`config.mk`:
```
export PLATFORM = sky130hd
export DESIGN_NAME = uart_tx_arbiter
export DESIGN_NICKNAME = d
export VERILOG_FILES = /design/src/rtl/uart_tx_arbiter.sv
export SDC_FILE = /design/constraint.sdc
export NUM_CORES = 1
export LEC_CHECK = 0
export ABC_CLOCK_PERIOD_IN_PS = 7000
export BUFFER_PORTS_ARGS = -buffer_cell sky130_fd_sc_hd__buf_2
export CELL_PAD_IN_SITES_DETAIL_PLACEMENT = 0
export CELL_PAD_IN_SITES_GLOBAL_PLACEMENT = 1
export CORE_MARGIN = 2
export CORE_UTILIZATION = 35
export DETAILED_ROUTE_END_ITERATION = 8
export GPL_TIMING_DRIVEN = 0
export PLACE_DENSITY_LB_ADDON = 0.25
export SYNTH_ARGS = -nofsm -noshare
export SYNTH_HDL_FRONTEND = slang
export SYNTH_SLANG_ARGS = --single-unit
```
`constraint.sdc`:
```
create_clock -name clk -period 7 [get_ports clk]
set_input_delay 0.35 -clock clk [delete_from_list [all_inputs] [get_ports clk]]
set_output_delay 0.35 -clock clk [all_outputs]
set_load 0.03 [all_outputs]
```
`src/rtl/uart_tx_arbiter.sv`:
```
// uart_tx_arbiter: round-robin share of one UART transmitter between NUM_REQ byte sources.
// One byte per grant: capture winner in IDLE, pulse trmt, wait for tx_done, pulse ack.
// Optional build macro UART_SRC_TAG_EN: each grant first sends the tag byte
// {TAG_BASE[7:3], grant_id}, then the data byte; a single ack follows the data byte.
// Ports:
//   clk, rst_n         clock, asynchronous active-low reset
//   req[NUM_REQ]       level request per source, held with stable data until ack
//   req_data[8*NUM_REQ] byte of source i on req_data[8*i+7:8*i]
//   ack[NUM_REQ]       one-cycle pulse when the byte of source i has been shifted out
//   grant_id[3]        source being served, valid while busy
//   busy               high from the launch cycle through the ack cycle
//   trmt               one-cycle start strobe to the transmitter
//   tx_data[8]         byte presented to the transmitter
//   tx_done            transmitter done flag (set at end of stop bit, cleared on trmt)
`timescale 1ns/1ps
module uart_tx_arbiter #(
  parameter int unsigned NUM_REQ  = 4,
  parameter logic [7:0]  TAG_BASE = 8'hA0
) (
  input  logic                 clk,
  input  logic                 rst_n,
  input  logic [NUM_REQ-1:0]   req,
  input  logic [8*NUM_REQ-1:0] req_data,
  output logic [NUM_REQ-1:0]   ack,
  output logic [2:0]           grant_id,
  output logic                 busy,
  output logic                 trmt,
  output logic [7:0]           tx_data,
  input  logic                 tx_done
);

  localparam int unsigned IDW = 3;
  localparam int unsigned BW  = 8;

  // Elaboration-time parameter sanity checks.
  if (NUM_REQ < 2 || NUM_REQ > 8) begin : g_bad_num_req
    $error("uart_tx_arbiter: NUM_REQ must be in 2..8");
  end
  if (TAG_BASE[2:0] != 3'b000) begin : g_tag_low_bits
    $warning("uart_tx_arbiter: TAG_BASE[2:0] is replaced by grant_id in the tag byte");
  end

`ifdef UART_SRC_TAG_EN
  typedef enum logic [2:0] {IDLE, TAG_LAUNCH, TAG_WAIT, LAUNCH, WAIT, DONE} state_t;
  logic [BW-1:0] data_q;
`else
  typedef enum logic [1:0] {IDLE, LAUNCH, WAIT, DONE} state_t;
`endif

  state_t         state;
  logic [IDW-1:0] ptr;

  logic           win_vld_c;
  logic [IDW-1:0] win_id_c;
  logic [BW-1:0]  win_data_c;
  int unsigned    best_d_c;
  int unsigned    dist_c;

  // Round-robin pick: the requester closest to ptr (modulo NUM_REQ) wins.
  always_comb begin
    win_vld_c  = |req;
    win_id_c   = '0;
    win_data_c = '0;
    best_d_c   = NUM_REQ;
    dist_c     = 0;
    for (int unsigned i = 0; i < NUM_REQ; i++) begin
      dist_c = (i >= 32'(ptr)) ? (i - 32'(ptr)) : (i + NUM_REQ - 32'(ptr));
      if (req[i] && (dist_c < best_d_c)) begin
        best_d_c   = dist_c;
        win_id_c   = IDW'(i);
        win_data_c = req_data[BW*i +: BW];
      end
    end
  end

  // Grant sequencer; every output is a flop.
  always_ff @(posedge clk or negedge rst_n) begin
    if (!rst_n) begin
      state    <= IDLE;
      ptr      <= '0;
      ack      <= '0;
      trmt     <= 1'b0;
      busy     <= 1'b0;
      grant_id <= '0;
      tx_data  <= '0;
`ifdef UART_SRC_TAG_EN
      data_q   <= '0;
`endif
    end else begin
      trmt <= 1'b0;
      ack  <= '0;
      case (state)
        IDLE: begin
          if (win_vld_c) begin
            grant_id <= win_id_c;
            busy     <= 1'b1;
            trmt     <= 1'b1;
`ifdef UART_SRC_TAG_EN
            data_q   <= win_data_c;
            tx_data  <= {TAG_BASE[7:3], win_id_c};
            state    <= TAG_LAUNCH;
`else
            tx_data  <= win_data_c;
            state    <= LAUNCH;
`endif
          end
        end
`ifdef UART_SRC_TAG_EN
        TAG_LAUNCH: state <= TAG_WAIT;
        // tx_done is stale-high only in the launch cycle, so it is fresh here.
        TAG_WAIT: begin
          if (tx_done) begin
            tx_data <= data_q;
            trmt    <= 1'b1;
            state   <= LAUNCH;
          end
        end
`endif
        LAUNCH: state <= WAIT;
        WAIT: begin
          if (tx_done) begin
            ack   <= NUM_REQ'(1) << grant_id;
            state <= DONE;
          end
        end
        DONE: begin
          busy  <= 1'b0;
          ptr   <= (grant_id == IDW'(NUM_REQ - 1)) ? '0 : grant_id + IDW'(1);
          state <= IDLE;
        end
        default: state <= IDLE;
      endcase
    end
  end

endmodule

```
## Yosys cells after proc, flatten, opt, wreduce, memory -nomap -nowiden

Index checks and enable logic that the tools add are counted.

| operators by class | value |
|---|---|
| add/subtract/negate cells | 9 |
| $lt $le $gt $ge | 8 |
| eq/ne operators | 6 |
| shift operators | 1 |
| multiplexer cells | 24 |
| reductions and logical operators | 10 |

Operators with widths:

| cell | count |
|---|---|
| $mux W32 | 7 |
| $lt A32 B32 Y1 | 3 |
| $lt A32 B3 Y1 const B | 1 |
| $mux W8 | 4 |
| $sub A3 B3 Y4 const A | 4 |
| $mux W3 | 3 |
| $mux W4 | 2 |
| $pmux W2 S4 | 1 |
| $sub A1 B3 Y4 const A | 2 |
| $sub A2 B3 Y4 const A | 2 |
| $ge A1 B3 Y1 const A | 2 |
| $ge A2 B3 Y1 const A | 2 |
| $reduce_and A2 Y1 | 3 |
| $eq A2 B2 Y1 const B | 2 |
| $logic_and A1 B1 Y1 | 4 |
| $mux W1 | 4 |
| $mux W2 | 2 |
| $ne A2 B2 Y1 const B | 2 |
| $reduce_or A4 Y1 | 1 |
| $shl A1 B3 Y4 const A | 1 |
| $add A3 B1 Y3 const B | 1 |
| $eq A3 B2 Y1 const B | 1 |
| $eq A2 B1 Y1 const B | 1 |
| $logic_not A2 Y1 | 1 |
| other kinds (2) | 2 |

| storage, ports and cells | value |
|---|---|
| register bits | 22 |
| output and inout bits | 17 |
| logic and storage cells | 65 |

## Logic depth before layout (Yosys ltp)

Gate-level depths: netlist of run 1.

| logic depth | value |
|---|---|
| depth after elaboration | 14 |
| depth in mapped cells | 22 |

## Worst setup path before layout of run 1

No wires, ideal clock.

| timing path | value |
|---|---|
| path type | register to register |
| start | register ptr[0] |
| end | register tx_data[0] |
| arrival time | 3.835 ns |
| required time | 6.913 ns |
| setup slack | 3.079 ns |
| cell stages (with the launch flop) | 22 |
| period minus slack after synthesis | 3.921 ns |
| path through | dfrtp_1 -> inv_1 -> ha_1 -> nand2_1 -> ha_1 -> nand2_1 -> o211ai_1 -> buf_6 -> nor2_1 -> a31oi_1 -> ha_1 -> nand3_1 -> a31o_1 -> nand4b_4 -> buf_6 -> nand2_1 -> o21ai_0 -> ha_1 -> inv_1 -> o211a_1 -> or4_1 -> o211ai_1 |

| between the ends | value |
|---|---|
| longest elaborated chain between the ends | 14 |
| elaborated cells on any way between the ends | 31 |

Ends and longest elaborated chain:

| item | line | RTL |
|---|---|---|
| from (decl) | 51 | `logic [IDW-1:0] ptr;` |
| from (signal assigned) | 128 | `ptr <= (grant_id == IDW'(NUM_REQ - 1)) ? '0 : grant_id + IDW'(1);` |
| $sub A3 B3 Y4, or another cell as far along | 67 | `dist_c = (i >= 32'(ptr)) ? (i - 32'(ptr)) : (i + NUM_REQ - 32'(ptr));` |
| $mux W32 | 67 |  |
| $lt A32 B3 Y1 | 68 | `if (req[i] && (dist_c < best_d_c)) begin` |
| $logic_and A1 B1 Y1 | 68 |  |
| $mux W32 | 68 |  |
| $lt A32 B32 Y1 | 68 |  |
| $logic_and A1 B1 Y1 | 68 |  |
| $mux W32 | 68 |  |
| $lt A32 B32 Y1 | 68 |  |
| $logic_and A1 B1 Y1 | 68 |  |
| $mux W32 | 68 |  |
| $lt A32 B32 Y1 | 68 |  |
| $logic_and A1 B1 Y1 | 68 |  |
| $mux W8 * | 68 |  |
| to (signal assigned) | 103 | `tx_data <= win_data_c;` |
| to (decl) | 28 | `output logic [7:0] tx_data,` |

Every way passes the cells marked *; elsewhere a longest branch is shown, timed or not.
A chain may end at the register's enable or synchronous reset.

## Worst setup path after layout of run 1

| timing path | value |
|---|---|
| start | register ptr[0] |
| end | register tx_data[4] |

Same word-level chain as after synthesis.

==> metrics, run 1 <==
status=finished, final reports clean; vias per inst=about 4.7; Pre-antenna DRT Iters=4; wire length of the first global-routing pass=between 5000 and 6000 microns; FMAX=0.228 GHz; Synth async-reset ratio=1.00; Seq pwr share=0.287; max_cap viols=0; Worst VDD drop=about 92 uV; largest stage delay on the critical path=approximately 0.59 ns; ordered list of cells on the worst path=inv_1 -> ha_1 -> nand2_1 -> ha_1 -> nand2_1 -> o211ai_1 -> buf_6 -> nor2_1 -> a31oi_1 -> ha_1 -> nand3_1 -> a31o_1 -> nand4b_4 -> buf_6 -> nand2_1 -> o21ai_0 -> ha_1 -> inv_1 -> o211a_1 -> or4_1 -> o211ai_1; drt total wl=around 3300 microns; initial antenna violation count=0; Logic pwr share=0.606; GPL Wtd Cong=0.712; hold crit path type=input port to async pin; Hold Slack=0.0331 ns; Antenna diodes=0; total track usage=0.143; vias in the first global route=1293; Top Family by Delay on Critical Path=adder cells; post-synthesis sequential area ratio=0.333; RSZ-0062 raised after global routing=no; Seq cells post-synth=20; cts repair resizes=0; die span in y=a little under 70 microns; share of cells above drive strength 1=0.287; pwr/cell area=357 nW/um^2; hpwl dp=2660 microns; Buffers & Inverters on Critical Path=4; die span in x=69.6 microns; Vias=1328; mapped cell area=1500 sq um; critical path class=flop to flop; most common cell after layout, fill and taps aside=buf_2; final critical-path required period=4.38 ns; Setup Skew=0.00120 ns; Final Max Tran Viols=0; core area=4060 sq um; Cells after DPL=277; io pins=56; remaining antenna violation count=0; Clk pwr share=0.107; Max FO, Critical Path=10; number of setup violations in the final report=0; TritonCTS clock tree=built; Post-synth EDFFs=0; CP dominant cell by count=ha_1; Fin. Hold Viols=0; global route overflow=0; 1st-iter DRT viols=64; hold buffers post-CTS=0; clock buffer depth=2; Netlist cell types=31; port bufs=54; Setup crit end kind=flop; cell-internal power=359 uW; Leak=approximately 1.1 nW; DR DRC count=0; initial core utilization=0.371; Sink Count=20; Setup crit start kind=flop; Slowest-stage cell, CP=or4_1; Psw=around 320 uW; Routed WL per cell=11.7 microns; die area=4840 sq um; clk root buf=clkbuf_8; gate count after technology mapping=168; Layout area overhead=26.1%; WP data arrival=4.55 ns; sw frac=0.470; Setup TNS=0 ns; Non-Filler Instances=280; period utilization=0.626; TritonCTS buffer count=3; most frequent cells in the layout=54 x buf_2, 34 x nand2_1, 20 x inv_1, 20 x dfrtp_1; Synth Area per Inst=around 9.0 sq um; Synth Warn #=0; largest net degree at the start of global routing=21; H-tree levels=1; standard-cell row count=23; Main synth FF type=dfrtp_1; worst skew pair latency=between 0.2 and 0.3 ns; WP data required=7.16 ns; Clk pin slew, worst setup/hold paths=roughly 0.070 ns; final net count=287; Post-CTS Setup Bufs=0
-- registers in the layout, indices dropped and copies added, names as in the netlist --
signal,flops
ack,4
ptr,2
grant_id,2
tx_data,8
state,2
trmt,1
busy,1
-- stage by stage --
stage | worst slack, ns | util | area [sq um] | total power, mW
floorplan | 3.08 | - | 1520 | 0.502
global placement | 2.51 | 0.457 | 1860 | 0.607
detailed placement | 2.51 | 0.457 | 1860 | 0.611
CTS | 2.60 | 0.467 | 1900 | 0.685
global route | 2.21 | 0.467 | 1900 | 0.748
finish | 2.62 | 0.467 | 1900 | 0.677
-- kinds of logic (layout without fill, tap and decap cells) --
| kind of cell | count (synthesis) | after routing | share of synthesized area |
|---|---|---|---|
| simple gates | 60 | 60 | 0.203 |
| buf+inv | 27 | 84 | 0.0915 |
| other cells | 2 | 7 | 0.00499 |
| fa+ha+maj | 16 | 16 | 0.133 |
| flops | 20 | 20 | 0.333 |
| compound gates | 26 | 26 | 0.119 |
| mux | 17 | 17 | 0.116 |
-- synth_stat cells (2+ instances only) --
master / n / share of area
conb_1: 2 / 0.0050
nand2_1: 34 / 0.085
ha_1: 16 / 0.13
a31oi_1: 3 / 0.012
inv_1: 20 / 0.050
buf_6: 3 / 0.022
dfrtp_1: 20 / 0.33
o211ai_1: 9 / 0.045
clkbuf_1: 2 / 0.0050
and2_1: 2 / 0.0083
a21oi_1: 3 / 0.010
and3_1: 4 / 0.017
nand3_1: 2 / 0.0067
nor2_1: 4 / 0.010
o21ai_0: 5 / 0.017
or4_1: 8 / 0.040
nand2b_1: 2 / 0.0083
mux2i_1: 16 / 0.11
-- final timing paths --
check	start	to	slack, ns	depth (start not counted)
max	ptr[0]$_DFFE_PN0P_	tx_data[4]$_DFFE_PN0P_	2.62	21
min	rst_n	state[1]$_DFFE_PN0P_	0.03	1
max reg2reg	ptr[0]$_DFFE_PN0P_	tx_data[4]$_DFFE_PN0P_	2.62	21
min reg2reg	tx_data[6]$_DFFE_PN0P_	tx_data[6]$_DFFE_PN0P_	0.50	2
max in group asynchronous	rst_n	ptr[1]$_DFFE_PN0P_	6.66	1
min in group clk	req_data[27]	tx_data[3]$_DFFE_PN0P_	0.36	3
-- area by class of cell --
class | count | area (sq um)
Timing Repair Buffer | 54 | 270
Tap cell | 50 | 62.6
Inverter | 20 | 75.1
Multi-Input combinational cell | 126 | 885
Buffer | 7 | 62.6
Clock buffer | 3 | 41.3
Sequential cell | 20 | 500
Fill cell | 431 | 2160
-- power groups by stage --
stage	clock network, mW	logic (mW)	registers [mW]
final	0.0724	0.410	0.195
after global routing	0.0808	0.466	0.201
after CTS	0.0745	0.415	0.195
after detailed placement	0	0.415	0.196
after global placement	0	0.412	0.195
after floorplan	0	0.240	0.262
-- layer usage --
layer,part of all wire,track usage,wire length [microns],vias up
met2,0.42,0.221,1380,39
met5,0,0,0,-
met1,0.51,0.208,1680,594
li1,-,-,-,693
met3,0.054,0.0174,176,2
met4,0.0095,0.0458,31,0
(Power assumes the default switching activity.)
==> run 2: changes to the inputs <==
ABC_CLOCK_PERIOD_IN_PS = 3500   (was 7000)
CORE_UTILIZATION = 32   (was 35)
clock period = 3.5 ns   (was 7 ns; I/O delays follow)
==> run 2 against run 1 <==
Die area rose by 8.8%; cell count rose by 10%; fmax rose by 12%; global-route usage rose by 1.4 points; the flow now finishes with violations (setup timing); combinational power rose to 2.7 times the previous value; highest routed layer unchanged; non-clock buffer count rose by 22; critical path depth did not move; largest power group unchanged; clock-buffer cell count rose by 1; flip-flop and latch count did not move; wire length rose by 21%.
==> metrics, run 2 (synthesis gave the netlist of run 1 again) <==
die area=5260 sq um (+8.8%); H-tree levels=1 (unchanged); Fin. Hold Viols=0 (unchanged); TritonCTS buffer count=3 (unchanged); largest stage delay on the critical path=0.51 ns (-0.08 ns); critical path class=flop to flop; Antenna diodes=0 (unchanged); io pins=56 (unchanged); Leak=1.21 nW (+13%); vias in the first global route=1454 (+12%); Sequential Area=500 sq um (unchanged); share of cells above drive strength 1=0.422 (+0.135); total track usage=0.157 (+0.0136); wire length of the first global-routing pass=6420 microns (+12%); vias per inst=4.79 (+1.0%); failing checks=setup timing; most frequent cells in the layout=54 x buf_2, 30 x nand2_1, 21 x buf_4, 20 x dfrtp_1; Routed WL per cell=12.9 microns (+10%); RSZ-0062 raised after global routing=yes; Final Max Tran Viols=0 (unchanged); final net count=312 (+8.7%); worst skew pair latency=0.26 ns (about the same); Vias=1476 (+11%); largest register by flop count=tx_data; global route overflow=0 (unchanged); most common cell after layout, fill and taps aside=buf_2; Cells after DPL=279 (+0.72%); Worst Hold Depth=3; pwr/cell area=751 nW/um^2 (+110%); setup ws final=-0.403 ns (-3.02 ns); Stages on worst setup path=21 (unchanged); ordered list of cells on the worst path=inv_2 -> ha_4 -> nand2_4 -> ha_4 -> nand2_2 -> o211ai_1 -> buf_6 -> nor2_2 -> a31oi_1 -> ha_1 -> nand3_1 -> a31o_1 -> nand4b_4 -> buf_8 -> nand2_2 -> o21ai_1 -> ha_1 -> inv_2 -> o211a_4 -> or4_4 -> o211ai_1; die span in y=72.6 microns (+4.3%); Non-Filler Instances=308 (+10%); period utilization=1.12 (+0.489); Clk pin slew, worst setup/hold paths=0.07 ns (about the same); fillers=454 (+5.3%); Top Family by Delay on Critical Path=adder cells; standard-cell row count=24 (+4.3%); area of the multi-input gates=1010 sq um (+14%); worst hold start=req_data[27]; initial core utilization=0.338 (-0.0322); DP Area=1900 sq um (+2.4%); final critical-path required period=3.90 ns (-0.482 ns); core area=4440 sq um (+9.5%); Layout area overhead=47.8%; Buffers & Inverters on Critical Path=4 (unchanged); 1st-iter DRT viols=53 (-17%); max_cap viols=0 (unchanged); max reg flops=8 (unchanged); final instance area=2220 sq um (+17%); drt total wl=3960 microns (+21%); top flop regs=tx_data (8), ack (4); Register-to-Register Path Depth=21 (unchanged); CP Launch Point=ptr[0]$_DFFE_PN0P_; Setup Skew=0.00128 ns (+0.0000768 ns); Setup crit end kind=flop; clock buffer depth=2 (unchanged); port bufs=54 (unchanged); initial antenna violation count=0 (unchanged); WP data arrival=4.08 ns (-0.47 ns); largest net degree at the start of global routing=21 (unchanged); Sink Count=20 (unchanged); Setup crit start kind=flop; Max FO, Critical Path=5 (-5); hold crit path type=input port to flop; status=finished with violations; GPL Wtd Cong=0.735 (+3.3%); FMAX=0.256 GHz (+12%); Worst VDD drop=210 uV (+130%); number of setup violations in the final report=10 (+10); remaining antenna violation count=0 (unchanged); clk root buf=clkbuf_8; TritonCTS clock tree=built; hpwl dp=2760 microns (+3.8%); die span in x=72.6 microns (+4.3%); DR DRC count=0 (unchanged); worst r2r src=ptr[0]$_DFFE_PN0P_; WP data required=3.68 ns (-3.48 ns); Pre-antenna DRT Iters=4 (unchanged); Slowest-stage cell, CP=or4_4
[run 2: cell types whose count changed in the layout (fill, tap and decap cells not counted), sizes merged]
cell,change
buf,+21
mux2i,+1
o211a,+1
nor2,+1
clkbuf,+1
dlygate4sd3,+1
[run 2: final timing paths]
check | slack [ns] | to
max | -0.40 | tx_data[6]$_DFFE_PN0P_
max in group asynchronous | 2.80 | ptr[0]$_DFFE_PN0P_
max reg2reg | -0.40 | tx_data[6]$_DFFE_PN0P_
min reg2reg | 0.51 | busy$_DFFE_PN0P_
min | 0.17 | tx_data[3]$_DFFE_PN0P_
min in group asynchronous | 0.38 | trmt$_DFF_PN0_
[run 2: stage by stage]
step / setup slack [ns] / setup TNS, ns / utilization / power [mW] / hold WS [ns]
floorplan: -0.329 / -2.28 / - / 1.05 / -0.121
global placement: -0.713 / -6.67 / 0.428 / 1.28 / 0.145
detailed placement: -0.718 / -6.73 / 0.428 / 1.28 / 0.153
CTS: -0.349 / -2.79 / 0.486 / 1.61 / 0.170
global route: -0.595 / -5.18 / 0.500 / 1.81 / 0.174
finish: -0.403 / -3.40 / 0.500 / 1.67 / 0.167
[run 2: worst min-delay path, stage by stage]
cell and delay (ns):
buf_2 0.10, nand2_1 0.04, o211ai_1 0.07
[run 2: where the power goes]
group,switching (mW),leakage [nW],internal [mW]
combinational,0.617,0.926,0.486
clock,0.0779,0.0288,0.100
sequential,0.0607,0.252,0.327
total,0.755,1.21,0.914
[run 2: layout make-up]
cell class	instances	share of cell area
multi-input cells	129	0.455
flip-flops and latches	20	0.225
repair buffers	76	0.203
inverters	20	0.0338
plain buffers	7	0.0298
well taps	52	0.0293
clock buffers	4	0.0248
[run 2: what timing repair did]
item | 4_1_cts | 5_1_grt
hold buffers | 1 | 0
endpoints found under the setup margin | 10 | 10
resized for setup | 13 | 3
endpoints found under the hold margin | 20 | 0
gates cloned | 3 | 0
pin swaps | 6 | 5
setup buffers | 15 | 6
[run 2: routing by layer]
layer	share of wire	global-route usage	up-vias
met3	0.042	0.0236	9
met5	0	0	-
li1	-	-	751
met1	0.46	0.197	673
met4	0.020	0.0658	0
met2	0.48	0.267	43
